[config.mk]
export PLATFORM = sky130hd
export DESIGN_NAME = ifetch_queue
export DESIGN_NICKNAME = d
export VERILOG_FILES = /design/src/rtl/ifetch_queue.sv
export SDC_FILE = /design/constraint.sdc
export NUM_CORES = 1
export LEC_CHECK = 0
export ABC_AREA = 1
export ABC_CLOCK_PERIOD_IN_PS = 4260
export BUFFER_PORTS_ARGS = -buffer_cell sky130_fd_sc_hd__buf_2
export CAP_MARGIN = 10
export CORE_UTILIZATION = 40
export DETAILED_ROUTE_END_ITERATION = 10
export PLACE_DENSITY_LB_ADDON = 0.1
export SLEW_MARGIN = 20
export SYNTH_ARGS = -nofsm -noshare
export SYNTH_HDL_FRONTEND = slang
export SYNTH_SLANG_ARGS = --single-unit
[constraint.sdc]
create_clock -name clk -period 4.26 [get_ports clk]
set_input_delay 0.213 -clock clk [delete_from_list [all_inputs] [get_ports clk]]
set_output_delay 0.213 -clock clk [all_outputs]
set_load 0.02 [all_outputs]
[src/rtl/ifetch_queue.sv]
// Instruction fetch front end: owns the fetch PC, issues bus requests, and buffers
// fetched {pc, inst} pairs in a small FIFO that decode drains from the head.
module ifetch_queue #(
    parameter int          DEPTH    = 4,
    parameter logic [31:0] PC_START = 32'h0001_0000,
    parameter logic [31:0] NOP_INST = 32'h0000_0013
) (
    input  logic        clk,
    input  logic        rst,
    input  logic [31:0] IDT,
    input  logic        ACKI_n,
    output logic [31:0] IAD,
    output logic        IREQ,
    input  logic        redirect,
    input  logic [31:0] redirect_pc,
    input  logic        deq,
    output logic        out_valid,
    output logic [31:0] out_pc,
    output logic [31:0] out_pc_4,
    output logic [31:0] out_inst
);

    localparam int          AW       = $clog2(DEPTH);
    localparam logic [AW:0] FULL_CNT = (AW + 1)'(DEPTH);

    logic [31:0]   fetch_pc;
    logic [AW-1:0] wr_ptr;
    logic [AW-1:0] rd_ptr;
    logic [AW:0]   count;
    logic [31:0]   mem_pc   [DEPTH];
    logic [31:0]   mem_inst [DEPTH];

    logic full;
    logic empty;
    logic enq;
    logic do_deq;

    // Handshakes: a bus beat completes on an edge with IREQ=1 and ACKI_n=0; the head
    // entry is consumed on an edge with out_valid=1 and deq=1. Redirect and reset
    // override both, so neither a wrong-path beat nor a stale head can slip through.
    assign full   = (count == FULL_CNT);
    assign empty  = (count == '0);
    assign IREQ   = !rst && !full;
    assign IAD    = fetch_pc;
    assign enq    = IREQ && !ACKI_n && !redirect;
    assign do_deq = deq && !empty && !redirect && !rst;

    always_ff @(posedge clk) begin
        if (rst) begin
            fetch_pc <= PC_START;
            wr_ptr   <= '0;
            rd_ptr   <= '0;
            count    <= '0;
        end else if (redirect) begin
            fetch_pc <= {redirect_pc[31:2], 2'b00};
            wr_ptr   <= '0;
            rd_ptr   <= '0;
            count    <= '0;
        end else begin
            if (enq) begin
                fetch_pc <= fetch_pc + 32'd4;
                wr_ptr   <= wr_ptr + 1'b1;
            end
            if (do_deq) begin
                rd_ptr <= rd_ptr + 1'b1;
            end
            if (enq && !do_deq) begin
                count <= count + 1'b1;
            end else if (!enq && do_deq) begin
                count <= count - 1'b1;
            end
        end
    end

    // Storage carries no reset; entries are only observable once count covers them.
    always_ff @(posedge clk) begin
        if (enq) begin
            mem_pc[wr_ptr]   <= fetch_pc;
            mem_inst[wr_ptr] <= IDT;
        end
    end

    always_comb begin
        out_valid = !rst && !empty;
        out_pc    = 32'h0;
        out_pc_4  = 32'h0;
        out_inst  = NOP_INST;
        if (out_valid) begin
            out_pc   = mem_pc[rd_ptr];
            out_pc_4 = mem_pc[rd_ptr] + 32'd4;
            out_inst = mem_inst[rd_ptr];
        end
    end

endmodule

==> impl_metrics.env, run 1 <==
export IMPL_port_buffers=190
export IMPL_cts_buffers=30
export IMPL_worstPathBufferInverterCount=3
export IMPL_mostFrequentLayoutCell="nand2_1"
export IMPL_worst_slew_pin_transition_ns=1.09
export IMPL_worst_r2r_startpoint="count[0]$_SDFFE_PP0P_"
export IMPL_final_cell_area_sq_mm=0.0166
export IMPL_placementRows=67
export IMPL_starting_drt_drc_count=668
export IMPL_min_from="redirect_pc[10]"
export IMPL_whs_ns=0.0262
export IMPL_final_hold_violation_count=0
export IMPL_die_area_sq_mm=0.0352
export IMPL_largest_net_degree_at_the_start_of_global_routing=92
export IMPL_grt_util_all_layers=0.214
export IMPL_fmax_mhz=267
export IMPL_cts_max_path_buffers=3
export IMPL_timing_final_max_slew_violations=0
export IMPL_worst_path_most_repeated_cell="nand2_1"
export IMPL_pin_count=199
export IMPL_hold_class="in -> reg"
export IMPL_synthCells=1545
export IMPL_first_global_vias=10542
export IMPL_detailroute_wirelength_met3_um=1890
export IMPL_vias=11021
export IMPL_final_core_utilization=0.493
export IMPL_outcome="finished clean"
export IMPL_rr_worst_depth=7
export IMPL_synth_to_final_area_change_pct=20.8
export IMPL_cpPeakStageDelay_ns=0.53
export IMPL_cp_cell_sequence="inv_6 > buf_4 > nand2_1 > nand2_1 > nand2_1 > nand2_2 > nand2_1 > nor2_1 > nand2_1 > nor2_1 > a21oi_1 > nor2_1 > buf_2"
export IMPL_clockRootBuffer="clkbuf_16"
export IMPL_end_point_of_the_most_critical_hold_path="IAD[10]$_SDFFE_PP0P_"
export IMPL_routed_top_layer="met4"
export IMPL_crit_fanout=91
export IMPL_worst_setup_path_end_kind="primary output"
export IMPL_detailed_place_area_sq_mm=0.0151
export IMPL_detail_route_antenna_nets=0
export IMPL_clock_tree_from_tritoncts="done"
export IMPL_cts_htree_levels=1
export IMPL_initial_core_util=0.408
export IMPL_worst_ir_drop_vdd_uv=272
export IMPL_grt_first_pass_wirelength_um=58600
export IMPL_final_period_minus_worst_setup_slack_ns=3.75
export IMPL_detailedPlacementHpwl_um=24100
export IMPL_power_per_cell_area_mw_per_mm2=376
export IMPL_ys_seq_area_frac=0.598
export IMPL_final_instance_count_excl_fill=2241
export IMPL_fin_crit_share=0.880
export IMPL_timing_hold_worst_path_depth=5
export IMPL_floorplan_die_height_um=188
export IMPL_r2r_end="mem_pc[1][4]$_DFFE_PP_"
export IMPL_rsz0062_at_grt="no"
export IMPL_route_detailed_drc=0
export IMPL_gp_congestion=0.909
export IMPL_syn_mean_instance_area_sq_um=8.91
export IMPL_grt_antenna_before_repair=0
export IMPL_netlist_cell_type_count=35
export IMPL_m1WireLength_um=18400
export IMPL_cts_resized=0
export IMPL_cts_num_sinks=287
export IMPL_cap_violations=0
export IMPL_worst_path_dominant_cell_family="buffers and inverters"
export IMPL_yosysWarningCount=0
export IMPL_reg2reg_setup_slack_ns=1.52
export IMPL_critical_path_slowest_cell="inv_6"
export IMPL_drt_wl_total_um=37800
export IMPL_dp_cells=2131
export IMPL_final_cell_mix="458 x nand2_1, 288 x nor2_1, 248 x edfxtp_1"
export IMPL_routedWlPerCell_um=16.9
export IMPL_clock_insertion_delay_worst_skew_ns=0.57
export IMPL_start_kind="flip-flop"
export IMPL_routed_via_density=4.92
export IMPL_category_of_the_most_critical_setup_path="reg -> out"
export IMPL_core_sq_mm=0.0337
export IMPL_worstPathArrival_ns=3.54
export IMPL_dr_pass1_iters=7
export IMPL_clock_skew_ns=0.0129
export IMPL_wl_met2_um=17100
export IMPL_finalSetupViolCount=0
export IMPL_worstSetupPathDepth=13
export IMPL_antenna_diode_count=0
export IMPL_worst_endpoint_required_ns=4.05
export IMPL_ys_ff_latch=287
export IMPL_pleak_nw=6.77
export IMPL_fraction_of_final_layout_cells_with_drive_strength_greater_than_1=0.157
export IMPL_clk_pin_slew_worst_paths_ns=0.06
export IMPL_synth_area_sq_mm=0.0138
export IMPL_fill_count=3234
export IMPL_timing_slew_headroom=0.270
export IMPL_final_net_count=1846
export IMPL_die_w_um=188
export IMPL_grt_remaining_overflow=0
export IMPL_p_total_mw=6.25
==> per-layer routing <==
metal / vias to the layer above / GRT usage
met4: 0 / 0.0450
met5: - / 0
met2: 266 / 0.341
li1: 5578 / -
met1: 5137 / 0.315
met3: 40 / 0.0264
==> worst max path at each step <==
stage / slack [ns] / endpoint / from
floorplan: -0.17 / mem_inst[0][0]$_DFFE_PP_ / count[0]$_SDFFE_PP0P_
global placement: 1.18 / out_pc_4[29] / flip-flop
detailed placement: 1.18 / out_pc_4[29] / flip-flop
CTS: 0.58 / out_pc_4[29] / flip-flop
global route: 0.24 / out_pc_4[29] / flip-flop
finish: 0.51 / out_pc_4[29] / flip-flop
==> cells by family after synthesis <==
family          synth area share
compound gates            0.0755
xor+xnor                  0.0115
fa+ha+maj                0.00782
buf+inv                   0.0517
flops                      0.598
other cells             0.000272
simple gates               0.255
==> tightest hold or removal path, cell delays in order <==
cell,delay (ns)
buf_2,0.08
nand2_1,0.06
o21ai_0,0.07
a21oi_1,0.04
nor2_1,0.07
==> sequential cells by signal, indices dropped and copies added (netlist names), named ones only <==
register  count
mem_pc      120
mem_inst    128
wr_ptr        2
IAD          30
count         3
rd_ptr        2
==> repair_timing <==
item | CTS | global route
hold buffers | 54 | 0
setup buffers | 0 | 0
hold endpoints to repair | 150 | 0
==> cell type report <==
type	count	area (sq um)	share of cell area
repair buffers	260	1620	0.0977
flip-flops and latches	287	8230	0.495
multi-input cells	1110	4880	0.293
clock buffers	45	857	0.0516
inverters	80	305	0.0184
well taps	448	561	0.0337
clock inverters	11	168	0.0101
==> per-stage QoR <==
step / setup TNS [ns] / setup WS, ns
2_1_floorplan: -40.98 / -0.165
3_5_place_dp: 0 / 1.18
3_3_place_gp: 0 / 1.18
4_1_cts: 0 / 0.579
6_report: 0 / 0.510
5_1_grt: 0 / 0.239
==> where the power goes <==
| group | switching (mW) | internal (mW) | leakage (nW) | total (mW) |
|---|---|---|---|---|
| combinational | 0.270 | 0.145 | 3.69 | 0.415 |
| clock | 1.04 | 1.63 | 0.498 | 2.67 |
| sequential | 0.0656 | 3.10 | 2.58 | 3.17 |
==> cell usage after synthesis, drive strengths merged <==
library cell	count	area, sq um
a211oi	1	7.51
a21oi	74	370
a221oi	1	8.76
a31oi	9	56.3
a32o	1	10.0
and2	1	6.26
buf	42	290
clkbuf	31	116
conb	1	3.75
dfxtp	39	781
edfxtp	248	7450
fa	1	20.0
ha	7	87.6
inv	80	305
nand2	466	1770
nand3	89	445
nand3b	2	15.0
nand4	4	25.0
nor2	305	1190
nor3	14	70.1
o211ai	5	37.5
o21ai	101	505
o221ai	2	17.5
o311ai	3	26.3
xnor2	2	17.5
xor2	16	140
(Power assumes the default switching activity.)
==> run 2, diff against run 1 <==
RECOVER_POWER = 25   (was default)
==> impl_metrics.env, run 2 (synthesis results as in run 1) <==
export IMPL_pin_count=199
export IMPL_final_net_count=1846
export IMPL_drt_wl_total_um=37900
export IMPL_top_register="mem_inst"
export IMPL_grt_antenna_before_repair=0
export IMPL_outcome="finished clean"
export IMPL_start_kind="flip-flop"
export IMPL_routed_via_density=4.93
export IMPL_pleak_nw=6.68
export IMPL_final_core_utilization=0.492
export IMPL_grt_remaining_overflow=0
export IMPL_fin_crit_share=0.877
export IMPL_starting_drt_drc_count=726
export IMPL_cts_resized=0
export IMPL_category_of_the_most_critical_setup_path="reg -> out"
export IMPL_cap_violations=0
export IMPL_mostFrequentLayoutCell="nand2_1"
export IMPL_preCtsSetupSlack_ns=1.18
export IMPL_largest_net_degree_at_the_start_of_global_routing=92
export IMPL_worst_setup_path_end_kind="primary output"
export IMPL_largest_register_ffs=128
export IMPL_worst_slew_pin_transition_ns=1.10
export IMPL_cp_cell_sequence="inv_6 > buf_4 > nand2_1 > nand2_1 > nand2_1 > nand2_2 > nand2_1 > nor2_1 > nand2_1 > nor2_1 > a21oi_1 > nor2_1 > buf_2"
export IMPL_worst_endpoint_required_ns=4.05
export IMPL_worstPathBufferInverterCount=3
export IMPL_worst_ir_drop_vdd_uv=271
export IMPL_power_per_cell_area_mw_per_mm2=377
export IMPL_die_area_sq_mm=0.0352
export IMPL_cts_htree_levels=1
export IMPL_final_period_minus_worst_setup_slack_ns=3.74
export IMPL_power_frac_comb=0.066
export IMPL_placementRows=67
export IMPL_power_net_switching_mw=1.38
export IMPL_cts_max_path_buffers=3
export IMPL_clk_pin_slew_worst_paths_ns=0.06
export IMPL_first_global_vias=10542
export IMPL_min_from="redirect_pc[10]"
export IMPL_timing_final_max_slew_violations=0
export IMPL_internal_power_mw=4.87
export IMPL_rsz0062_at_grt="no"
export IMPL_final_critical_path_setup_slack_ns=0.525
export IMPL_detailed_place_area_sq_mm=0.0151
export IMPL_clockRootBuffer="clkbuf_16"
export IMPL_dr_pass1_iters=5
export IMPL_floorplan_die_height_um=188
export IMPL_gp_congestion=0.909
export IMPL_die_w_um=188
export IMPL_final_cell_mix="458 x nand2_1, 288 x nor2_1, 248 x edfxtp_1"
export IMPL_timing_slew_headroom=0.260
export IMPL_clock_skew_ns=0.0126
export IMPL_sw_ratio=0.221
export IMPL_cts_num_sinks=287
export IMPL_clock_power_share=0.428
export IMPL_final_cell_area_sq_mm=0.0166
export IMPL_final_hold_violation_count=0
export IMPL_vias=11060
export IMPL_core_sq_mm=0.0337
export IMPL_initial_core_util=0.408
export IMPL_worst_r2r_startpoint="count[0]$_SDFFE_PP0P_"
export IMPL_clock_insertion_delay_worst_skew_ns=0.57
export IMPL_fmax_mhz=268
export IMPL_sequentialPowerShare=0.507
export IMPL_crit_fanout=91
export IMPL_detail_route_antenna_nets=0
export IMPL_hold_class="in -> reg"
export IMPL_worst_path_most_repeated_cell="nand2_1"
export IMPL_grt_util_all_layers=0.214
export IMPL_synth_to_final_area_change_pct=20.5
export IMPL_fraction_of_final_layout_cells_with_drive_strength_greater_than_1=0.139
export IMPL_critical_path_slowest_cell="inv_6"
export IMPL_route_detailed_drc=0
export IMPL_cts_buffers=30
export IMPL_p_total_mw=6.25
export IMPL_port_buffers=190
export IMPL_grt_first_pass_wirelength_um=58600
export IMPL_cpPeakStageDelay_ns=0.53
export IMPL_detailedPlacementHpwl_um=24100
export IMPL_finalSetupViolCount=0
export IMPL_routedWlPerCell_um=16.9
export IMPL_worstPathArrival_ns=3.52
export IMPL_clock_tree_from_tritoncts="done"
export IMPL_worst_path_dominant_cell_family="buffers and inverters"
[run 2: cell types whose count changed in the layout (fill, tap and decap cells not counted), sizes merged]
cell | before | now
buf | 206 | 174
clkbuf | 45 | 77
diode | 0 | 1
[run 2: worst paths after layout]
check / end / slack (ns) / depth (start not counted)
hold reg to reg: flip-flop / 0.46 / 2
setup reg to reg: mem_pc[1][3]$_DFFE_PP_ / 1.52 / 7
hold / removal: IAD[10]$_SDFFE_PP0P_ / 0.03 / 5
setup / recovery: out_pc_4[29] / 0.52 / 13
[run 2: metal layers]
layer	share of wire	track usage	vias up	routed length, um
li1	-	-	5576	-
met1	0.48	0.315	5141	18200
met2	0.45	0.341	303	17100
met3	0.053	0.0264	40	2020
met4	0.013	0.0450	0	508
met5	0	0	-	0
[run 2: power by group through the flow]
stage	Combinational (mW)	Sequential (mW)	Clock, mW
2_1_floorplan	0.213	3.22	0
5_1_grt	0.455	3.17	2.84
6_report	0.411	3.17	2.67
4_1_cts	0.417	3.17	2.73
3_3_place_gp	0.372	3.22	0
3_5_place_dp	0.377	3.23	0
[run 2: tightest hold or removal path: stages]
cell     delay, ns
buf_2         0.08
nand2_1       0.06
o21ai_0       0.07
a21oi_1       0.04
nor2_1        0.07
[run 2: final cells by class]
cell class                 count  area (sq um)
clock inverter                11           168
inverter                      80           305
multi-input combinational   1110          4880
timing repair buffer         260          1580
tap                          448           561
fill                        3253         17100
antenna                        1          2.50
clock buffer                  45           857
sequential                   287          8230
[run 2: per-stage QoR]
| step | hold slack, ns | TNS, ns | cells |
|---|---|---|---|
| 2_1_floorplan | 0.312 | -40.98 | 1550 |
| 3_3_place_gp | 0.428 | 0 | 2131 |
| 3_5_place_dp | 0.428 | 0 | 2131 |
| 4_1_cts | 0.00662 | 0 | 2241 |
| 5_1_grt | 0.0400 | 0 | 2241 |
| 6_report | 0.0264 | 0 | 2242 |
[run 2: what timing repair did]
item                                   4_1_cts  5_1_grt
hold buffers                                54        0
setup endpoints to repair                    0        0
endpoints found under the hold margin      150        0
buffers inserted                             0        0
==> run 3, diff against run 2 <==
CORE_MARGIN = 2   (was default)
==> impl_metrics.env, run 3 (synthesis results as in run 1) <==
export IMPL_fin_tns_setup_ns=0
export IMPL_post_cts_setup_buffer_count=0
export IMPL_start_kind="flip-flop"
export IMPL_worst_ir_drop_vdd_uv=224
export IMPL_grt_util_all_layers=0.210
export IMPL_finalSetupViolCount=0
export IMPL_clockRootBuffer="clkbuf_16"
export IMPL_wl_met2_um=17200
export IMPL_clock_skew_ns=0.0112
export IMPL_critical_path_slowest_cell="dfxtp_4"
export IMPL_final_cell_mix="458 x nand2_1, 288 x nor2_1, 248 x edfxtp_1"
export IMPL_worst_path_most_repeated_cell="nand2_1"
export IMPL_starting_drt_drc_count=726
export IMPL_largest_register_ffs=128
export IMPL_cts_max_path_buffers=3
export IMPL_fin_crit_share=0.919
export IMPL_detail_route_antenna_nets=0
export IMPL_worst_endpoint_required_ns=4.05
export IMPL_min_from="redirect_pc[29]"
export IMPL_worstPathArrival_ns=3.70
export IMPL_p_total_mw=5.97
export IMPL_core_sq_mm=0.0337
export IMPL_worst_setup_path_end_kind="primary output"
export IMPL_power_per_cell_area_mw_per_mm2=363
export IMPL_fraction_of_final_layout_cells_with_drive_strength_greater_than_1=0.135
export IMPL_cp_cell_sequence="buf_4 > nand2_1 > nand2_1 > nand2_1 > nand2_1 > nand2_1 > nor2_1 > nand2_1 > nor2_1 > a21oi_1 > nor2_1 > buf_2"
export IMPL_routed_top_layer="met4"
export IMPL_rr_worst_depth=13
export IMPL_clk_pin_slew_worst_paths_ns=0.06
export IMPL_m1WireLength_um=18400
export IMPL_cts_htree_levels=1
export IMPL_grt_remaining_overflow=0
export IMPL_die_area_sq_mm=0.0359
export IMPL_category_of_the_most_critical_setup_path="reg -> out"
export IMPL_crit_fanout=73
export IMPL_port_buffers=190
export IMPL_dr_pass1_iters=5
export IMPL_cpPeakStageDelay_ns=0.82
export IMPL_fmax_mhz=255
export IMPL_grt_first_pass_wirelength_um=58500
export IMPL_floorplan_die_height_um=190
export IMPL_timing_hold_worst_path_depth=5
export IMPL_placementRows=67
export IMPL_mostFrequentLayoutCell="nand2_1"
export IMPL_timing_final_max_slew_violations=0
export IMPL_gp_congestion=0.916
export IMPL_drt_wl_total_um=38200
export IMPL_timing_slew_headroom=0.405
export IMPL_route_detailed_drc=0
export IMPL_grt_antenna_before_repair=0
export IMPL_detailedPlacementHpwl_um=24200
export IMPL_initial_core_util=0.408
export IMPL_rsz0062_at_grt="no"
export IMPL_cts_num_sinks=287
export IMPL_reg2reg_setup_slack_ns=1.86
export IMPL_clock_insertion_delay_worst_skew_ns=0.56
export IMPL_routed_via_density=4.99
export IMPL_outcome="finished clean"
export IMPL_pin_count=199
export IMPL_largest_net_degree_at_the_start_of_global_routing=94
export IMPL_antenna_diode_count=0
export IMPL_top_register="mem_inst"
export IMPL_pleak_nw=6.60
export IMPL_cap_violations=0
export IMPL_final_period_minus_worst_setup_slack_ns=3.91
export IMPL_clock_tree_from_tritoncts="done"
export IMPL_vias=11154
export IMPL_cts_buffers=30
export IMPL_hold_class="in -> reg"
export IMPL_routedWlPerCell_um=17.1
export IMPL_die_w_um=190
export IMPL_final_net_count=1841
export IMPL_worst_slew_pin_transition_ns=0.892
export IMPL_first_global_vias=10445
export IMPL_final_hold_violation_count=0
export IMPL_detailroute_wirelength_met3_um=1820
export IMPL_worst_r2r_startpoint="count[0]$_SDFFE_PP0P_"
export IMPL_synth_to_final_area_change_pct=19.5
==> run 3: repair_timing <==
action	4_1_cts	5_1_grt
hold buffers	52	0
endpoints found under the hold margin	148	0
resized for setup	0	0
==> run 3: per-layer routing <==
metal,GRT usage,up-vias
li1,-,5572
met1,0.306,5224
met2,0.339,313
met3,0.0222,45
met4,0.0474,0
met5,0,-
==> run 3: worst paths after layout <==
check | to
worst max-delay path | out_pc_4[30]
worst min-delay path | IAD[29]$_SDFFE_PP0P_
worst max register to register | count[2]$_SDFFE_PP0P_
worst min register to register | flip-flop
==> run 3: worst max-delay path, delay by kind of cell, from the launching register on <==
kind            cells  cell delay [ns]
simple gates        9             1.21
buf+inv             2             0.95
compound gates      1             0.08
flops               1             0.82
==> run 3: area by class of cell <==
cell class                 instances  area [sq um]
tap                              448           561
clock buffer                      41           792
multi-input combinational       1110          4880
inverter                          80           305
timing repair buffer             255          1580
fill                            3255         17200
sequential                       287          8230
clock inverter                    15           109
==> run 3: power by group <==
part | leakage [nW] | switching, mW | total [mW] | internal, mW
clock network | 0.433 | 1.04 | 2.40 | 1.36
registers | 2.58 | 0.0654 | 3.17 | 3.10
logic | 3.59 | 0.271 | 0.411 | 0.141
==> run 3: stage by stage <==
step	hold slack [ns]	utilization	instances	setup WS, ns	area (sq um)
after floorplan	0.312	-	1550	-0.165	13800
after global placement	0.429	0.447	2128	0.992	15100
after detailed placement	0.431	0.447	2128	0.993	15100
after CTS	0.00919	0.489	2236	0.402	16500
after global routing	0.0546	0.488	2236	0.0688	16500
final	0.0247	0.488	2236	0.346	16500
